File: config.mk
export PLATFORM = sky130hd
export DESIGN_NAME = frame_scan_ctrl
export DESIGN_NICKNAME = d
export VERILOG_FILES = /design/src/rtl/frame_scan_ctrl.sv
export SDC_FILE = /design/constraint.sdc
export NUM_CORES = 1
export LEC_CHECK = 0
export CAP_MARGIN = 10
export CORE_UTILIZATION = 46
export CTS_BUF_LIST = sky130_fd_sc_hd__clkbuf_2 sky130_fd_sc_hd__clkbuf_4 sky130_fd_sc_hd__clkbuf_8
export CTS_CLUSTER_SIZE = 16
export DETAILED_ROUTE_END_ITERATION = 8
export PLACE_DENSITY = 0.79
export SLEW_MARGIN = 10
export SYNTH_ARGS = -nofsm -noshare
export SYNTH_HDL_FRONTEND = slang
export SYNTH_SLANG_ARGS = --single-unit
File: constraint.sdc
create_clock -name clk_i -period 3.73 [get_ports clk_i]
set_input_delay 0.5595 -clock clk_i [delete_from_list [all_inputs] [get_ports clk_i]]
set_output_delay 0.5595 -clock clk_i [all_outputs]
set_load 0.03 [all_outputs]
File: src/rtl/frame_scan_ctrl.sv
// frame_scan_ctrl: raster-order framebuffer scanner that feeds (x, y, colour)
// plot beats to the VGA adapter through a two-stage valid/ready pipeline.
// Optional build macro: SKIP_BLACK_EN. When it is defined, pixels whose colour
// is 0 are dropped instead of plotted.
module frame_scan_ctrl #(
  parameter int H_RES    = 160,
  parameter int V_RES    = 120,
  parameter int X_W      = 8,
  parameter int Y_W      = 7,
  parameter int COLOUR_W = 3,
  parameter int ADDR_W   = 15
) (
  input  logic                clk_i,
  input  logic                rst_ni,
  input  logic                start_i,
  input  logic                abort_i,
  output logic                mem_rd_o,
  output logic [ADDR_W-1:0]   mem_addr_o,
  input  logic [COLOUR_W-1:0] mem_rdata_i,
  input  logic                plot_ready_i,
  output logic                plot_o,
  output logic [X_W-1:0]      x_o,
  output logic [Y_W-1:0]      y_o,
  output logic [COLOUR_W-1:0] colour_o,
  output logic                busy_o,
  output logic                done_o
);

  typedef enum logic [1:0] {IDLE, SCAN, DRAIN, DONE} state_t;

  localparam logic [X_W-1:0]    X_LAST   = X_W'(H_RES - 1);
  localparam logic [Y_W-1:0]    Y_LAST   = Y_W'(V_RES - 1);
  localparam logic [ADDR_W-1:0] ROW_STEP = ADDR_W'(H_RES);

  state_t                state_q;

  // Issue stage: coordinates and address currently presented to the RAM.
  logic                  rd_q;
  logic [X_W-1:0]        xc_q, xc_d;
  logic [Y_W-1:0]        yc_q, yc_d;
  logic [ADDR_W-1:0]     row_base_q, row_base_d;
  logic [ADDR_W-1:0]     addr_q, addr_d;

  // Second stage: coordinates waiting for their RAM data.
  logic                  s1_v_q;
  logic [X_W-1:0]        s1_x_q;
  logic [Y_W-1:0]        s1_y_q;

  // Output stage registers.
  logic                  plot_q;
  logic [X_W-1:0]        x_q;
  logic [Y_W-1:0]        y_q;
  logic [COLOUR_W-1:0]   colour_q;
  logic                  busy_q;
  logic                  done_q;

  logic                  adv;
  logic                  last_x;
  logic                  last_pix;
  logic                  drain_empty;
  logic                  beat_visible;
  logic                  abort_busy;

  // Stall detection, end-of-line/frame flags and the next raster position,
  // with the address built from a running row base instead of a multiply.
  always_comb begin
    adv         = !plot_q || plot_ready_i;
    last_x      = (xc_q == X_LAST);
    last_pix    = last_x && (yc_q == Y_LAST);
    drain_empty = !rd_q && !s1_v_q && (!plot_q || plot_ready_i);
    abort_busy  = abort_i && ((state_q == SCAN) || (state_q == DRAIN));
    xc_d        = xc_q + 1'b1;
    yc_d        = yc_q;
    row_base_d  = row_base_q;
    if (last_x) begin
      xc_d       = '0;
      yc_d       = yc_q + 1'b1;
      row_base_d = row_base_q + ROW_STEP;
    end
    addr_d = row_base_d + ADDR_W'(xc_d);
`ifdef SKIP_BLACK_EN
    beat_visible = s1_v_q && (mem_rdata_i != '0);
`else
    beat_visible = s1_v_q;
`endif
  end

  // The RAM read is qualified by adv so that its data register holds the
  // pixel still waiting in stage 1 while the adapter stalls us.
  assign mem_rd_o   = rd_q && adv;
  assign mem_addr_o = addr_q;
  assign plot_o     = plot_q;
  assign x_o        = x_q;
  assign y_o        = y_q;
  assign colour_o   = colour_q;
  assign busy_o     = busy_q;
  assign done_o     = done_q;

  // Sequencer FSM together with the pipeline and raster counters.
  always_ff @(posedge clk_i or negedge rst_ni) begin
    if (!rst_ni) begin
      state_q    <= IDLE;
      rd_q       <= 1'b0;
      xc_q       <= '0;
      yc_q       <= '0;
      row_base_q <= '0;
      addr_q     <= '0;
      s1_v_q     <= 1'b0;
      s1_x_q     <= '0;
      s1_y_q     <= '0;
      plot_q     <= 1'b0;
      x_q        <= '0;
      y_q        <= '0;
      colour_q   <= '0;
      busy_q     <= 1'b0;
      done_q     <= 1'b0;
    end else if (abort_busy) begin
      state_q  <= IDLE;
      rd_q     <= 1'b0;
      s1_v_q   <= 1'b0;
      plot_q   <= 1'b0;
      x_q      <= '0;
      y_q      <= '0;
      colour_q <= '0;
      busy_q   <= 1'b0;
      done_q   <= 1'b0;
    end else begin
      if (adv) begin
        s1_v_q   <= rd_q;
        s1_x_q   <= xc_q;
        s1_y_q   <= yc_q;
        plot_q   <= beat_visible;
        x_q      <= s1_x_q;
        y_q      <= s1_y_q;
        colour_q <= mem_rdata_i;
      end
      case (state_q)
        IDLE: begin
          done_q <= 1'b0;
          if (start_i && !abort_i) begin
            state_q    <= SCAN;
            rd_q       <= 1'b1;
            xc_q       <= '0;
            yc_q       <= '0;
            row_base_q <= '0;
            addr_q     <= '0;
            busy_q     <= 1'b1;
          end
        end
        SCAN: begin
          if (adv) begin
            if (last_pix) begin
              rd_q    <= 1'b0;
              state_q <= DRAIN;
            end else begin
              xc_q       <= xc_d;
              yc_q       <= yc_d;
              row_base_q <= row_base_d;
              addr_q     <= addr_d;
            end
          end
        end
        DRAIN: begin
          if (drain_empty) begin
            state_q <= DONE;
            done_q  <= 1'b1;
            busy_q  <= 1'b0;
          end
        end
        DONE: begin
          done_q  <= 1'b0;
          state_q <= IDLE;
        end
        default: begin
          state_q <= IDLE;
        end
      endcase
    end
  end

endmodule
Yosys cells after proc, flatten, opt, wreduce, memory -nomap -nowiden
Index checks and enable logic that the tools add are counted.
{"block": "op_classes", "n_addsub": 4, "eq_ne": 13, "muxes": 45, "bitwise": 1, "reduce_logical": 26}
{"op": "$mux W15", "count": 6}
{"op": "$pmux W15 S2", "count": 2}
{"op": "$mux W8", "count": 6}
{"op": "$mux W7", "count": 6}
{"op": "$pmux W8 S2", "count": 1}
{"op": "$add A15 B8 Y15", "count": 1}
{"op": "$add A15 B8 Y15 const B", "count": 1}
{"op": "$pmux W7 S2", "count": 1}
{"op": "$mux W1", "count": 12}
{"op": "$ne A3 B3 Y1 const B", "count": 4}
{"op": "$mux W2", "count": 5}
{"op": "$reduce_bool A3 Y1", "count": 3}
{"op": "$add A8 B1 Y8 const B", "count": 1}
{"op": "$eq A8 B8 Y1 const B", "count": 1}
{"op": "$ne A2 B2 Y1 const B", "count": 4}
{"op": "$pmux W2 S4", "count": 1}
{"op": "$reduce_and A4 Y1", "count": 2}
{"op": "$add A7 B1 Y7 const B", "count": 1}
{"op": "$eq A7 B7 Y1 const B", "count": 1}
{"op": "$logic_and A1 B1 Y1", "count": 6}
{"op": "$mux W3", "count": 2}
{"op": "$pmux W1 S2", "count": 3}
{"op": "$reduce_and A6 Y1", "count": 1}
{"op": "$reduce_and A5 Y1", "count": 1}
{"op": "10 further kinds", "count": 17}
{"block": "totals", "ff_bits": 85, "in_bits": 8, "output_inout_bits": 37, "elab_cells": 104}

Depth between registers and ports, before layout
{"block": "logic_depth", "ltp_word": 6, "ltp_mapped": 14, "ltp_nobuf": 12}

Least setup slack after synthesis
Ideal clock, no wire load.
{"block": "synth_path", "kind": "reg-to-reg", "from": "register mem_addr_o[0] (netlist name)", "to": "register addr_q[13] (netlist: mem_addr_o[13])", "setup_ns": 0.122, "arrival_ns": 2.784, "required_time_ns": 3.608, "slack_ns": 0.825, "path_stages_with_launch": 15, "path_buffers": 2, "period_less_slack_ns": 2.905, "cell_sequence": "dfrtp_1 > ha_1 > nand4_1 > buf_2 > or2_1 > buf_2 > nand2_1 > nand2_1 > ha_1 > a21o_1 > a21oi_1 > a221oi_4 > nand4_1 > nand2_1 > a32o_1"}
{"element": "end signal: assignment", "line_no": "159", "text": "addr_q <= addr_d;"}
{"element": "end: declaration", "line_no": "42", "text": "logic [ADDR_W-1:0] addr_q, addr_d;"}

==> results.sh <==
export IMPL_post_route_util_pct=58.63
export IMPL_finalCritPeriodShare_pct=88.64
export IMPL_startpoint_type="register"
export IMPL_layout_drive_gt1_share_pct=12.04
export IMPL_grt_first_pass_wirelength_um=13970
export IMPL_fin_ws_ns=0.4236
export IMPL_avgSynthCellArea_um2=9.947
export IMPL_dpl_hpwl_um=5650
export IMPL_htreeDepth=3
export IMPL_clk_latency_ns=0.35
export IMPL_worst_ep_arrival_time_ns=3.54
export IMPL_rsz0062_at_grt="no"
export IMPL_maxCapViolCount=0
export IMPL_synthTopCellsByCount="79 x nand2_1, 78 x dfrtp_1, 29 x o21ai_0"
export IMPL_post_place_ws_ns=0.4723
export IMPL_ys_async_sr_fraction_pct=100.0
export IMPL_finClkSkew_ns=0.009564
export IMPL_root_buffer="clkbuf_8"
export IMPL_slew_headroom_pct=35.23
export IMPL_dr_first_iter_drc_count=165
export IMPL_die_h_um=92.89
export IMPL_cts_resized=0
export IMPL_clk_pin_slew_ns=0.07
export IMPL_postCtsHoldBufs=0
export IMPL_cts_tree="yes"
export IMPL_final_max_slew_violation_count=0
export IMPL_ios=45
export IMPL_syn_area_mm2=0.003800
export IMPL_p_per_area_mw_per_mm2=583.1
export IMPL_numPortBuffers=44
export IMPL_cts_setup_buffers=0
export IMPL_path_cells="ha_1 -> nand4_1 -> buf_4 -> or2_1 -> nand2_1 -> nand2_1 -> ha_1 -> a21o_1 -> a21oi_1 -> a221oi_4 -> nand4_1 -> nand2_1 -> a32o_1"
export IMPL_gp_congestion=0.8341
export IMPL_worst_path_max_delay_cell="dfrtp_1"
export IMPL_setup_viol=0
export IMPL_via_per_inst=5.537
export IMPL_grt_max_degree=79
export IMPL_ir_worst_vdd_uv=248.5
export IMPL_setup_tns_ns=0
export IMPL_start_util_pct=48.42
export IMPL_ys_flop_type="dfrtp_1"
export IMPL_dpl_cell_area_mm2=0.004349
export IMPL_wl_per_cell_um=15.20
export IMPL_required_ns=3.96
export IMPL_ys_ff_latch=78
export IMPL_overflow=0
export IMPL_yosys_area_top_type_share_pct=51.37
export IMPL_slowest_delay_ns=0.45
export IMPL_finalCriticalPeriod_ns=3.306
export IMPL_drc_errors=0
export IMPL_synth_nets=400
export IMPL_crit_top_cell="nand2_1"
export IMPL_hp_class="input pin to async pin"
export IMPL_yosysWarnings=0
export IMPL_hold_viol=0
export IMPL_final_cell_area_mm2=0.004601
export IMPL_status="completed"
export IMPL_p_leak_uw=0.002044
export IMPL_first_global_vias=2904
export IMPL_dieArea_mm2=0.008629
export IMPL_cts_sinks=78
export IMPL_yosys_cell_types_count=48
export IMPL_dieWidth_um=92.89
export IMPL_drtAntennaViolNets=0
export IMPL_antenna_found_initial=0
export IMPL_numCtsBuffers=9
export IMPL_yosys_top_cells_area="dfrtp_1 51%, nand2_1 7.8%, mux2_2 4.1%"
export IMPL_yosysTopAreaCell="dfrtp_1"
export IMPL_synth_edf_count=0
export IMPL_ys_seq_area_share_pct=51.37
export IMPL_synth_most_common_cell="nand2_1"
export IMPL_grt_use_total_pct=20.78
export IMPL_first_pass_iters=4
export IMPL_endpoint_kind="register"
export IMPL_worstPathMaxFanout=12
export IMPL_rows=32
export IMPL_fillers=685
export IMPL_critPathKind="register to register"
export IMPL_cts_buffer_depth=2
export IMPL_vias=2957
export IMPL_diodes=0
export IMPL_synthCells=382
export IMPL_worst_pin_slew_ns=0.9715
export IMPL_syn_to_final_growth_pct=21.07
export IMPL_fmax_ghz=0.3024
export IMPL_wl_um=8117
export IMPL_coreArea_mm2=0.007848
export IMPL_fin_nets=445
==> power by group <==
| group | leakage [µW] | internal, µW | switching (µW) |
|---|---|---|---|
| combinational | 0.000849 | 324 | 551 |
| clock | 0.000123 | 472 | 309 |
| sequential | 0.00107 | 947 | 80.7 |
| total | 0.00204 | 1740 | 940 |
==> routing by layer <==
layer | global-route usage (%) | part of all wire [%] | vias to the layer above
met3 | 3.859 | 3.5 | 18
li1 | - | - | 1430
met2 | 33.03 | 50 | 72
met5 | 0 | 0 | -
met1 | 27.54 | 45 | 1437
met4 | 9.487 | 2.1 | 0
==> logic make-up after synthesis <==
kind of cell               count (synthesis)  share of synthesized area, %
AOI/OAI and AO/OA                         93                         15.84
DFF                                       78                         51.37
xor gates and xnor gates                  20                         4.610
and+or+nand+nor                          139                         17.32
muxes                                     15                         4.412
adders and majority gates                 10                         3.293
buffers and inverters                     27                         3.161
==> area by class of cell <==
cell class                 count  area, µm²  share of cell area, %
tap                          102      127.6                  2.774
inverter                       7      26.28                 0.5711
multi-input combinational    277       1730                  37.61
clock inverter                 5      106.4                  2.312
sequential                    78       1952                  42.43
timing repair buffer          54      513.0                  11.15
clock buffer                  11      145.1                  3.155
==> registers in the layout, indices dropped and copies added, names as in the netlist <==
name	flops
beat_visible	1
busy_o	1
colour_o	3
done_o	1
mem_addr_o	15
plot_o	1
rd_q	1
row_base_q	10
s1_x_q	8
s1_y_q	7
state_q	2
x_o	8
xc_q	6
y_o	7
yc_q	7
==> worst max-delay path, delay by kind of cell (launching register included) <==
| kind | cells | cell delay (ns) |
|---|---|---|
| AND/OR/NAND/NOR | 6 | 0.97 |
| AO/OA/AOI/OAI | 4 | 0.96 |
| adder cells (fa/ha/maj) | 2 | 0.62 |
| flip-flops | 1 | 0.45 |
| buffers and inverters | 1 | 0.19 |
==> layout by cell type, fill, tap and decap left out, types with 4 or more instances in the layout <==
cell / Yosys / routed
clkdlybuf4s50_1: 0 / 43
xor2_1: 12 / 12
inv_1: 7 / 7
dfrtp_1: 78 / 78
o211ai_1: 5 / 5
clkbuf_8: 0 / 10
xnor2_1: 8 / 8
o21ai_0: 29 / 29
buf_4: 2 / 11
a22o_1: 7 / 7
ha_1: 10 / 10
nor2_1: 18 / 17
nand2b_1: 5 / 5
a32o_1: 4 / 4
o31ai_1: 10 / 10
nand2_1: 79 / 79
mux2_2: 14 / 14
a21oi_1: 26 / 26
nand3_1: 10 / 10
==> metrics by stage <==
step | cells | hold WS (ns) | power (µW)
after global routing | 534 | 0.4471 | 2828
final | 534 | 0.3596 | 2683
after global placement | 518 | 0.4656 | 1889
after floorplan | 382 | 0.2639 | 1606
after CTS | 534 | 0.3996 | 2699
after detailed placement | 518 | 0.4708 | 1916
==> worst paths after layout <==
| kind | start | endpoint | slack, ns | depth (start not counted) |
|---|---|---|---|---|
| max | mem_addr_o[0] | mem_addr_o[13] | 0.42 | 13 |
| min | rst_ni | y_o[0] | 0.36 | 1 |
| max reg2reg | mem_addr_o[0] | mem_addr_o[13] | 0.42 | 13 |
| min reg2reg | mem_addr_o[4] | mem_addr_o[4] | 0.49 | 2 |
| max in group asynchronous | rst_ni | mem_addr_o[9] | 2.75 | 1 |
| min in group clk_i | mem_addr_o[4] | mem_addr_o[4] | 0.49 | 2 |
Power figures use the tool's default switching activity.
